### config.mk
export PLATFORM = sky130hd
export DESIGN_NAME = output_arbiter
export DESIGN_NICKNAME = d
export VERILOG_FILES = /design/src/rtl/ravenoc_pkg.sv /design/src/rtl/rr_arbiter.sv /design/src/rtl/output_arbiter.sv
export SDC_FILE = /design/constraint.sdc
export NUM_CORES = 1
export LEC_CHECK = 0
export CAP_MARGIN = 10
export CORE_MARGIN = 2
export CORE_UTILIZATION = 47
export DETAILED_ROUTE_END_ITERATION = 7
export PLACE_DENSITY = 0.84
export RECOVER_POWER = 50
export SLEW_MARGIN = 20
export SYNTH_ARGS = -nofsm -noshare
export SYNTH_HDL_FRONTEND = slang
export SYNTH_SLANG_ARGS = --single-unit
### constraint.sdc
create_clock -name clk -period 14.37 [get_ports clk]
set_clock_uncertainty 0.05 [all_clocks]
set_input_delay 2.874 -clock clk [delete_from_list [all_inputs] [get_ports clk]]
set_output_delay 2.874 -clock clk [all_outputs]
set_load 0.02 [all_outputs]
### src/rtl/ravenoc_pkg.sv
`default_nettype none
// ============================================================================
// Module      : ravenoc_pkg
// Description : Flit format and arbiter state definitions. This package is
//               shared by the router output arbiter and the input router.
// Revision    : 1.0 - initial release
// ============================================================================
package ravenoc_pkg;

  localparam int FLIT_W        = 34;
  localparam int N_PORTS       = 5;
  localparam int FLIT_TYPE_MSB = 33;
  localparam int FLIT_TYPE_LSB = 32;

  localparam logic [1:0] FLIT_HEAD      = 2'b00;
  localparam logic [1:0] FLIT_BODY      = 2'b01;
  localparam logic [1:0] FLIT_TAIL      = 2'b10;
  localparam logic [1:0] FLIT_HEAD_TAIL = 2'b11;

  typedef enum logic {
    ARB_IDLE   = 1'b0,
    ARB_LOCKED = 1'b1
  } arb_state_t;

  // A flit of either of these types starts a packet.
  function automatic logic is_head(input logic [1:0] ftype);
    return (ftype == FLIT_HEAD) || (ftype == FLIT_HEAD_TAIL);
  endfunction

endpackage
`default_nettype wire

### src/rtl/rr_arbiter.sv
`default_nettype none
// ============================================================================
// Module      : rr_arbiter
// Description : Combinational round-robin picker. It scans the requests
//               starting just after ptr_i and returns the first requester
//               as a one-hot vector plus its index.
// Revision    : 1.0 - initial release
// ============================================================================
module rr_arbiter #(
  parameter int N     = 5,
  parameter int PTR_W = $clog2(N)
) (
  input  logic [N-1:0]     req_i,
  input  logic [PTR_W-1:0] ptr_i,
  output logic [N-1:0]     gnt_o,
  output logic [PTR_W-1:0] gnt_idx_o,
  output logic             any_o
);

  // Walk ptr+1, ptr+2, ... modulo N and stop at the first request.
  always_comb begin
    logic found;
    int   idx;
    found     = 1'b0;
    idx       = 0;
    gnt_o     = '0;
    gnt_idx_o = '0;
    for (int k = 1; k <= N; k++) begin
      idx = (int'(ptr_i) + k) % N;
      if (!found && req_i[idx]) begin
        found      = 1'b1;
        gnt_o[idx] = 1'b1;
        gnt_idx_o  = PTR_W'(idx);
      end
    end
    any_o = found;
  end

endmodule
`default_nettype wire

### src/rtl/output_arbiter.sv
`default_nettype none
// ============================================================================
// Module      : output_arbiter
// Description : Wormhole arbiter for one router output port. It grants one
//               packet at a time in round-robin order, holds the grant from
//               head to tail, and drives a single registered flit stage.
// Revision    : 1.0 - initial release
// ============================================================================
module output_arbiter
  import ravenoc_pkg::*;
#(
  parameter int N_INPUTS = 5,
  parameter int FLIT_W   = 34
) (
  input  logic                         clk,
  input  logic                         arst,
  input  logic [N_INPUTS-1:0]          req_i,
  input  logic [N_INPUTS*FLIT_W-1:0]   flit_i,
  output logic [N_INPUTS-1:0]          ready_o,
  output logic                         out_valid_o,
  output logic [FLIT_W-1:0]            out_flit_o,
  input  logic                         out_ready_i,
  output logic [N_INPUTS-1:0]          owner_o,
  output logic                         err_o
);

  localparam int PTR_W    = $clog2(N_INPUTS);
  localparam int TYPE_LSB = FLIT_W - 2;

  arb_state_t            state_q;
  logic [PTR_W-1:0]      rr_ptr_q;
  logic [N_INPUTS-1:0]   owner_q;
  logic [PTR_W-1:0]      owner_idx_q;
  logic                  out_valid_q;
  logic [FLIT_W-1:0]     out_flit_q;
  logic                  err_q;

  logic [1:0]            ftype   [N_INPUTS];
  logic [FLIT_W-1:0]     flit_arr[N_INPUTS];
  logic [N_INPUTS-1:0]   cand;
  logic [N_INPUTS-1:0]   stray;

  logic [N_INPUTS-1:0]   gnt;
  logic [PTR_W-1:0]      gnt_idx;
  logic                  gnt_any;

  logic                  slot_free;
  logic [N_INPUTS-1:0]   ready_d;
  logic                  accept_d;
  logic                  err_d;
  logic [PTR_W-1:0]      sel_idx;
  logic [FLIT_W-1:0]     sel_flit;
  logic [1:0]            sel_type;

  // Split the packed bus and classify each request as packet start or not.
  for (genvar i = 0; i < N_INPUTS; i++) begin : g_unpack
    assign flit_arr[i] = flit_i[i*FLIT_W +: FLIT_W];
    assign ftype[i]    = flit_i[i*FLIT_W + TYPE_LSB +: 2];
    assign cand[i]     = req_i[i] &  is_head(ftype[i]);
    assign stray[i]    = req_i[i] & ~is_head(ftype[i]);
  end

  rr_arbiter #(
    .N     (N_INPUTS),
    .PTR_W (PTR_W)
  ) u_rr (
    .req_i     (cand),
    .ptr_i     (rr_ptr_q),
    .gnt_o     (gnt),
    .gnt_idx_o (gnt_idx),
    .any_o     (gnt_any)
  );

  // The stage can take a flit if it is empty or being drained this cycle.
  assign slot_free = ~out_valid_q | out_ready_i;

  // Decide who transfers this cycle and whether a protocol violation is seen.
  always_comb begin
    ready_d  = '0;
    accept_d = 1'b0;
    err_d    = 1'b0;
    sel_idx  = gnt_idx;
    if (state_q == ARB_IDLE) begin
      // Body/tail flits with no open packet are never granted.
      err_d = |stray;
      if (slot_free && gnt_any) begin
        ready_d  = gnt;
        accept_d = 1'b1;
      end
    end else begin
      sel_idx = owner_idx_q;
      if (req_i[owner_idx_q]) begin
        if (is_head(ftype[owner_idx_q])) begin
          // The owner tried to open a second packet; refuse it and keep the lock.
          err_d = 1'b1;
        end else if (slot_free) begin
          ready_d[owner_idx_q] = 1'b1;
          accept_d             = 1'b1;
        end
      end
    end
  end

  assign sel_flit = flit_arr[sel_idx];
  assign sel_type = ftype[sel_idx];

  // FSM, grant bookkeeping, output stage and error pulse.
  always_ff @(posedge clk) begin
    if (arst) begin
      state_q     <= ARB_IDLE;
      rr_ptr_q    <= PTR_W'(N_INPUTS - 1);
      owner_q     <= '0;
      owner_idx_q <= '0;
      out_valid_q <= 1'b0;
      out_flit_q  <= '0;
      err_q       <= 1'b0;
    end else begin
      err_q <= err_d;

      if (accept_d) begin
        out_valid_q <= 1'b1;
        out_flit_q  <= sel_flit;
      end else if (out_ready_i) begin
        out_valid_q <= 1'b0;
      end

      if (state_q == ARB_IDLE) begin
        if (accept_d) begin
          rr_ptr_q <= gnt_idx;
          if (sel_type == FLIT_HEAD) begin
            state_q     <= ARB_LOCKED;
            owner_q     <= gnt;
            owner_idx_q <= gnt_idx;
          end
        end
      end else begin
        if (accept_d && (sel_type == FLIT_TAIL)) begin
          state_q <= ARB_IDLE;
          owner_q <= '0;
        end
      end
    end
  end

  // Ready is combinational, so it is forced low while reset is asserted.
  assign ready_o     = arst ? '0 : ready_d;
  assign out_valid_o = out_valid_q;
  assign out_flit_o  = out_flit_q;
  assign owner_o     = owner_q;
  assign err_o       = err_q;

endmodule
`default_nettype wire

======== Yosys cells after proc, flatten, opt, wreduce, memory -nomap -nowiden ========
Index checks and enable logic that the tools add are counted.
operators by class
  equality and inequality tests ........... 8
  reduce and logical (&&, ||, !) cells .... 36
  muxes and demuxes ....................... 78
  divide/modulo/power cells ............... 5
  add/sub/neg operators ................... 5
  bitwise operators ....................... 24
  $lt $le $gt $ge ......................... 14
operators by type and width
  cell                                                          count
  >= comparator 32 x 1 -> 1 bit (second input constant)         5
  less-than comparator 32 x 5 -> 1 bit (second input constant)  5
  remainder unit 32 x 4 -> 32 bit (second input constant)       5
  binary-select mux 34 bit (select 3 bit)                       1
  2-to-1 mux 5 bit                                              15
  2-to-1 mux 34 bit                                             2
  2-to-1 mux 1 bit                                              36
  OR 5 bit                                                      4
  binary-select mux 1 bit (select 3 bit)                        6
  demux 1 bit (select 3 bit)                                    6
  2-to-1 mux 3 bit                                              6
  equality test 2 bit (second input constant)                   7
  zero test 2 bit                                               7
  binary-select mux 2 bit (select 3 bit)                        2
  logical AND 1 bit                                             12
  bitwise AND 1 bit                                             10
  adder 3 x 2 -> 4 bit (second input constant)                  2
  adder 3 x 3 -> 4 bit (second input constant)                  2
  >= comparator 4 bit (second input constant)                   2
  2-to-1 mux 2 bit                                              4
  inverter 3 -> 4 bit                                           2
  inverter 1 bit                                                7
  logical OR 1 bit                                              6
  AND reduction 3 bit                                           2
  9 further kinds                                               14
word-level totals
  flip-flop bits (word level) ............. 48
  logic and storage cells ................. 177
  bits of input ports ..................... 178

======== Longest topological paths before layout ========
Gate-level depths: netlist of the first run.
  word-level depth ........................ 28
  gate-level depth with buffers ........... 27
  gate-level depth less buffers ........... 23

======== Modules after synthesis ========
Synthesis of the first run repeated with hierarchy kept, for this count alone.
unflattened totals
  cell total of the unflattened synthesis .. 733
  area, all modules ....................... 6097.1 µm²
modules (own cells, without submodules)
  module          cells an instance  instances  area each (µm²)
  output_arbiter  347                1          3397.0
  rr_arbiter      386                1          2700.1

======== Worst setup path after synthesis of the first run ========
Ideal clock, no wire load.
  kind .................................... register -> output
  start ................................... register rr_ptr_q[0]
  end ..................................... output port ready_o[2]
  data arrival time ....................... 5883 ps
  path buffers ............................ 3
  required time ........................... 11446 ps
  slack ................................... 5563 ps
  stages on the path, launching flop included .. 25
  cell sequence ........................... dfxtp_1 -> buf_1 -> inv_2 -> ha_1 -> clkbuf_1 -> clkbuf_1 -> inv_1 -> ha_1 -> nor2_1 -> a21oi_1 -> xnor2_1 -> inv_2 -> ha_1 -> nand2b_1 -> o21ai_0 -> o21ai_1 -> xnor2_2 -> mux2_2 -> a32oi_2 -> nor2b_1 -> nand2_1 -> nor4b_1 -> nand3_1 -> a31o_2 -> a21oi_1
between the ends
  word-level cells in the longest chain between the ends .. 22
  elaborated cells on any way between the ends .. 76
  those cells by class .................... add/sub (5); div (5); order compare (10); mux (38); bitwise (4); reduce/logical (14)
ends and longest elaborated chain
  what                                                                                      RTL line               RTL
  start: declaration                                                                        output_arbiter.sv:31   logic [PTR_W-1:0] rr_ptr_q;
  start signal: assignment                                                                  output_arbiter.sv:111  rr_ptr_q <= PTR_W'(N_INPUTS - 1);
  start signal: assignment                                                                  output_arbiter.sv:129  rr_ptr_q <= gnt_idx;
  parallel branches: the longest is 19 deep, another holds remainder unit 32 x 4 -> 32 bit  --
  2-to-1 mux 5 bit *                                                                        output_arbiter.sv:86   if (slot_free && gnt_any) begin
  2-to-1 mux 5 bit *                                                                        output_arbiter.sv:83   if (state_q == ARB_IDLE) begin
  2-to-1 mux 5 bit *                                                                        output_arbiter.sv:146  assign ready_o = arst ? '0 : ready_d;
  end: declaration                                                                          output_arbiter.sv:19   output logic [N_INPUTS-1:0] ready_o,
Every way passes the cells marked *. The select of a mux whose other input is x is not followed.

======== Final worst setup path of the first run ========
  start ................................... register rr_ptr_q[0]
  end ..................................... output port ready_o[4]
The elaborated chain is that of the path after synthesis.

==> results.md, run 1 <==
* Status: finished with violations
* Failing checks: capacitance limit, slew limit
* Reg2reg end: owner_o[3]
* Post-synthesis cell count at 776
* Share of cells above drive strength 1 at 5.51%
* I/O pin cnt at around 220
* Post-layout util at 67.0%
* Synth-to-layout area growth at 40.1%
* Final setup violation count at 0
* Mapped Nets at 987
* CP Data Arrival Time at 8980 ps
* CTS sink count at 48
* Top-area cell type share of the netlist area at 18.2%
* Hold buffer count at CTS at 0
* Largest net degree at the start of global routing at 66
* R2R Path Start: rr_ptr_q[0]
* Vias per cell at 6.08
* Final wirelength at approximately 22 mm
* Postcts setup bufs at 0
* Hold Path Cell Cnt at 2
* Endpoint, Worst Hold: out_flit_o[32]
* Grt ovf at 0
* CTS tree: yes
* Clk_lat worst skew at about 280 ps
* Hold Path Origin: out_flit_o[32]
* RSZ-0062 raised after global routing: false
* CP Class: register to primary output
* Remaining DRCs at 0
* Full die area at 13700 µm²
* Achievable Freq at between 80 and 90 MHz
* Min Tclk post-route at 11900 ps
* #FFs+latches synth at 48
* Mapped Area at 6010 µm²
* Standard-cell rows at 41
* First-pass GRT wire length at 32.2 mm
* H-tree depth at 2
* Footprint of the multi-input gates at 4680 µm²
* IO Port Bufs at between 200 and 250
* Max-cap violations at 2
* Antenna violations before repair at 0
* Routability cong. at 1.02
* Critical path startpoint category: register
* CP endpoint kind: primary output
* Tot GR Track Use at 29.8%
* Vias in the first global route at 6181
* Drt first pass iters at 6
* Routed len/inst at 19.3 µm
* Max Slew Vio Count at 69
* Root Driver: clkbuf_16
* Max-slew headroom at -48.9%
* Yosys warnings at 0
* Final cell count without fillers at 1134
* Die Y at 117 µm
* CORE AREA at approximately 13000 µm²
* Final nets at 1173
* Crit Path Max Fanout at 46
* Cell depth of the worst flop-to-flop path at 24
* Clk buf depth at 2
* Clock slew at reported path FFs at 70 ps
* Via count at 6899
* Post-synth ARST share at 0%
* Post-cts sizing count at 0
* WP data required at 11450 ps
* Ys flop type: dfxtp_1
* Syn Area/Cell at 7.74 µm²
* Post-synth EDFFs at 0
* Die Wd at 117 µm
* Final period utilization at 82.8%
* Initial drt markers at 532
* Cell taking the most area after synthesis: mux2i_1
* Starting Density at 47.8%
* Internal reg-to-reg setup slack at 3590 ps
* Post-DP HPWL at 17.7 mm
* Hold Path Class: register to register
* Number of fill cells at 1081
* Final setup TNS at 0 ps
* Total CTS buffers at 5
* ANT cells at 0
* Worst Tran Pin Value at 2230 ps
* Top post-synthesis cells by area: mux2i_1, dfxtp_1, ha_1, a221oi_1, nor2_1
* Number of hold violations in the final report at 0
* Placed Cells at roughly 1100
* Distinct cell type count of the synthesized netlist at 84
* Register area at 961 µm²
* Routed Antenna Nets at 0
* Part of the Yosys area used for sequential elements at roughly 16%
## Yosys cell counts (all sizes together), types with 3 or more instances
| library cell | count |
|---|---|
| nor2b | 8 |
| a21o | 5 |
| a211oi | 11 |
| or3 | 6 |
| o32ai | 5 |
| a21oi | 38 |
| o21a | 3 |
| mux2 | 11 |
| inv | 36 |
| a22o | 3 |
| nor4b | 5 |
| a31oi | 13 |
| a32o | 3 |
| o22ai | 4 |
| mux2i | 109 |
| dfxtp | 48 |
| a221o | 3 |
| nor3 | 47 |
| a222oi | 5 |
| and3 | 3 |
| a22oi | 3 |
| o311ai | 3 |
| buf | 20 |
| or2 | 3 |
| a221oi | 36 |
| or4 | 3 |
| o21ai | 29 |
| a211o | 3 |
| clkbuf | 33 |
| nand3 | 13 |
| nand2 | 59 |
| xnor2 | 15 |
| o211a | 3 |
| nand2b | 13 |
| o211ai | 4 |
| nor2 | 78 |
| xor2 | 5 |
| and2 | 11 |
| ha | 33 |
| o31ai | 4 |
| o221ai | 4 |
| a32oi | 3 |
## worst max-delay path, cell delays in order (launching register included)
cell             delay [ps]
dfxtp_1                 300
clkbuf_1               1580
inv_2                   540
ha_1                    920
inv_1                   250
ha_1                    310
nor2_1                  120
a21oi_1                 100
xnor2_1                 350
inv_2                   100
ha_1                    280
nand2b_1                120
o21ai_0                  80
o21ai_0                 530
xnor2_2                 250
mux2_2                  390
a32oi_2                 360
nor2b_1                 290
nand2_1                 110
nor4b_1                 520
nand2_1                  90
a31oi_1                 260
nor2_1                  100
nor2_1                  100
clkdlybuf4s50_1         600
## logic make-up (layout without fill, tap and decap cells)
group,Yosys count,after routing,share of synthesized area (%)
and+or+nand+nor,263,263,21.8
AOI/OAI and AO/OA,202,202,25.2
muxes,121,121,20.6
buffers and inverters,89,275,6.35
DFF,48,48,16.0
adders and majority gates,33,33,6.87
xor gates and xnor gates,20,20,3.29
## registers in the layout, summed over array words and instances (netlist names)
register,flops
owner_idx_q,3
out_flit_o,34
rr_ptr_q,3
state_q,1
out_valid_o,1
owner_o,5
err_o,1
## layout make-up
type | instances | share of cell area [%]
timing repair buffer | 232 | 27.2
sequential | 48 | 11.4
clock inverter | 2 | 0.149
tap | 172 | 2.56
multi-input combinational | 639 | 55.6
clock buffer | 5 | 1.49
inverter | 36 | 1.61
## metrics by stage
stage                     hold WS (ps)  setup slack (ps)  instance area (µm²)
after floorplan                    481              5560                 6010
after global placement             395              4580                 8300
after detailed placement           401              4570                 8300
after CTS                          417              4290                 8430
after global routing               434              1860                 8420
final                              412              2470                 8420
## worst max path at each step
stage,from,to,slack (ps),cells after the start
after detailed placement,flit_i[101],ready_o[4],4570,15
final,rr_ptr_q[0],ready_o[4],2470,24
after global routing,rr_ptr_q[0],ready_o[4],1860,24
after CTS,rr_ptr_q[0],ready_o[4],4290,24
after global placement,flit_i[101],ready_o[0],4580,15
after floorplan,rr_ptr_q[0],ready_o[2],5560,24
## placed cells by master, fill, tap and decap left out, types with 12 or more instances in the layout
master | netlist | final
clkdlybuf4s50_1 | 0 | 180
a31oi_1 | 13 | 13
nor2_1 | 78 | 78
ha_1 | 33 | 33
nand2_1 | 58 | 58
dlygate4sd3_1 | 0 | 42
nand3_1 | 12 | 12
a21oi_1 | 37 | 37
o21ai_0 | 22 | 23
a221oi_1 | 35 | 35
inv_1 | 31 | 31
dfxtp_1 | 48 | 48
nor3_1 | 46 | 46
xnor2_1 | 13 | 13
mux2i_1 | 109 | 109
nand2b_1 | 13 | 13
## layer usage
layer	GRT usage, %	up-vias	share of wire, %
met1	38.8	3270	41
met2	51.5	300	50
li1	-	3284	-
met4	7.45	0	2.3
met3	4.84	45	6.5
met5	0	-	0
Power of run 1 is not shown: default switching activity piles up to over one toggle a cycle in this logic, so the estimate is an artifact.
==> run 2: changes to the inputs <==
--- a/config.mk
+++ b/config.mk
@@ -7,9 +7,9 @@
 export LEC_CHECK = 0
 export CAP_MARGIN = 10
 export CORE_MARGIN = 2
-export CORE_UTILIZATION = 47
+export CORE_UTILIZATION = 42
 export DETAILED_ROUTE_END_ITERATION = 7
-export PLACE_DENSITY = 0.84
+export PLACE_DENSITY = 0.8
 export RECOVER_POWER = 50
 export SLEW_MARGIN = 20
 export SYNTH_ARGS = -nofsm -noshare
==> constraint.sdc (replaced) <==
create_clock -name clk -period 9.7 [get_ports clk]
set_clock_uncertainty 0.05 [all_clocks]
set_input_delay 1.94 -clock clk [delete_from_list [all_inputs] [get_ports clk]]
set_output_delay 1.94 -clock clk [all_outputs]
set_load 0.02 [all_outputs]
==> results.md, run 2 (synthesis results as in run 1) <==
* Tot GR Track Use at 28.0%
* ANT cells at 0
* H-tree depth at 2
* Final period utilization at roughly nine tenths
* Leading cell types in the layout, fill and taps excluded: clkdlybuf4s50_1, mux2i_1, nor2_1
* Worst Tran Pin Value at 1220 ps
* Initial drt markers at just over 900
* Cell depth of the worst flop-to-flop path at 25
* Via count at between 6000 and 7000
* Clk_lat worst skew at roughly 290 ps
* R2R Path Start: rr_ptr_q[1]
* Most common cell after layout, fill and taps aside: clkdlybuf4s50_1
* Grt ovf at 0
* Full die area at 15300 µm²
* Footprint of the multi-input gates at around 4700 µm²
* Clock slew at reported path FFs at 70 ps
* CORE AREA at 13900 µm²
* Post-layout util at 60.9%
* Routed len/inst at 19.6 µm
* IO Port Bufs at 223
* Critical-path cell list: inv_1, ha_1, xnor2_2, inv_2, ha_1, nor2_1, a21oi_1, xnor2_1, inv_2, ha_1, nand2b_1, o21ai_0, o21ai_0, xnor2_1, mux2_2, a32oi_2, nor2b_1, nand2_1, nor4b_1, nand3_1, a31oi_1, a21oi_1, nor2_1, clkdlybuf4s50_1
* Standard-cell rows at 43
* Max Slew Vio Count at 0
* CP endpoint kind: primary output
* Status: completed
* CP Data Arrival Time at 6800 ps
* Post-DP HPWL at 17.8 mm
* Routability cong. at 0.979
* Synth-to-layout area growth at 41.1%
* I/O pin cnt at ~220
* Largest net degree at the start of global routing at 58
* Root Driver: clkbuf_16
* Reg2reg end: out_flit_o[20]
* Max-slew headroom at between 10% and 20%
* Final nets at between 1000 and 1500
* Slowest Stage Delay on Critical Path at 630 ps
* Final setup violation count at 0
* Final wirelength at 22.4 mm
* Most frequent CP cell: ha_1
* Die Y at 124 µm
* Crit Path Max Fanout at 12
* RSZ-0062 raised after global routing: false
* Post-route cell area at between 8000 and 9000 µm²
* Critical path startpoint category: register
* Post-cts sizing count at 0
* Hold buffer count at CTS at 0
* CP Class: register to primary output
* Postcts setup bufs at 0
* Vias in the first global route at 6393
* Achievable Freq at 114 MHz
* Die Wd at 124 µm
* Routed Antenna Nets at 0
* CTS tree: yes
* Min Tclk post-route at between 8000 and 9000 ps
* Clk buf depth at 2
* Register area at 961 µm²
* Number of fill cells at ~1200
* Share of cells above drive strength 1 at 5.81%
* CTS sink count at 48
* Remaining DRCs at 0
* Final setup TNS at 0 ps
* Hold Path Cell Cnt at 2
* Hold Path Class: register to register
* Placed cell areas at 8320 µm²
* WP data required at 7710 ps
* Max-cap violations at 0
* Max reg flops at 34
* Endpoint, Worst Hold: out_flit_o[32]
* Total CTS buffers at 5
* Number of hold violations in the final report at 0
* Vias per cell at 5.99
* Internal reg-to-reg setup slack at 2270 ps
* Hold WS at 416 ps
* Antenna violations before repair at 0
* First-pass GRT wire length at 33.7 mm
* Drt first pass iters at 7
* Hold Path Origin: out_flit_o[32]
* CP max stage cell: clkdlybuf4s50_1
* Starting Density at 43.1%
==> run 2: cell count changes in the layout (fill, tap and decap cells not counted), sizes merged <==
cell      delta
buf          +3
clkinvlp     -1
==> run 2: how the worst max path moves through the flow <==
stage	slack [ps]	end	startpoint
after floorplan	1830	ready_o[2]	rr_ptr_q[0]
after global placement	1710	ready_o[0]	rr_ptr_q[2]
after detailed placement	1560	ready_o[0]	rr_ptr_q[1]
after CTS	1200	ready_o[0]	rr_ptr_q[1]
after global routing	390	ready_o[4]	rr_ptr_q[1]
final	910	ready_o[0]	rr_ptr_q[1]
==> run 2: metal layers <==
layer | up-vias | wire length (µm) | GRT usage (%)
met5 | - | 0 | 0
met4 | 0 | 420 | 6.04
met3 | 37 | 2110 | 7.88
met2 | 326 | 10800 | 46.2
met1 | 3198 | 9090 | 36.4
li1 | 3295 | - | -
==> run 2: worst max-delay path, delay by kind of cell (launching register included) <==
family	cells	cell delay, ps
AO/OA/AOI/OAI	6	1320
multiplexers	1	400
AND/OR/NAND/NOR	7	1460
flip-flops	1	310
XOR/XNOR	3	880
buffers and inverters	4	1100
adder cells (fa/ha/maj)	3	1020
==> run 2: layout make-up <==
class | count | share of cell area [%]
tap | 180 | 2.66
inverter | 36 | 1.59
clock inverter | 1 | 0.103
sequential | 48 | 11.3
clock buffer | 6 | 1.64
timing repair buffer | 234 | 27.5
multi-input combinational | 639 | 55.2
==> run 2: stage by stage <==
step | worst slack, ps | std cells
after floorplan | 1830 | 776
after global placement | 1710 | 1136
after detailed placement | 1560 | 1136
after CTS | 1200 | 1143
after global routing | 387 | 1144
final | 907 | 1144
Power of run 2 is left out for the same reason.
==> run 3: changes to the inputs <==
--- a/config.mk
+++ b/config.mk
@@ -15,3 +15,4 @@
 export SYNTH_ARGS = -nofsm -noshare
 export SYNTH_HDL_FRONTEND = slang
 export SYNTH_SLANG_ARGS = --single-unit
+export TNS_END_PERCENT = 20
==> results of run 3 <==
No change in the layout: final DEF, timing and power equal those of run 2.
Power of run 3 is left out for the same reason.
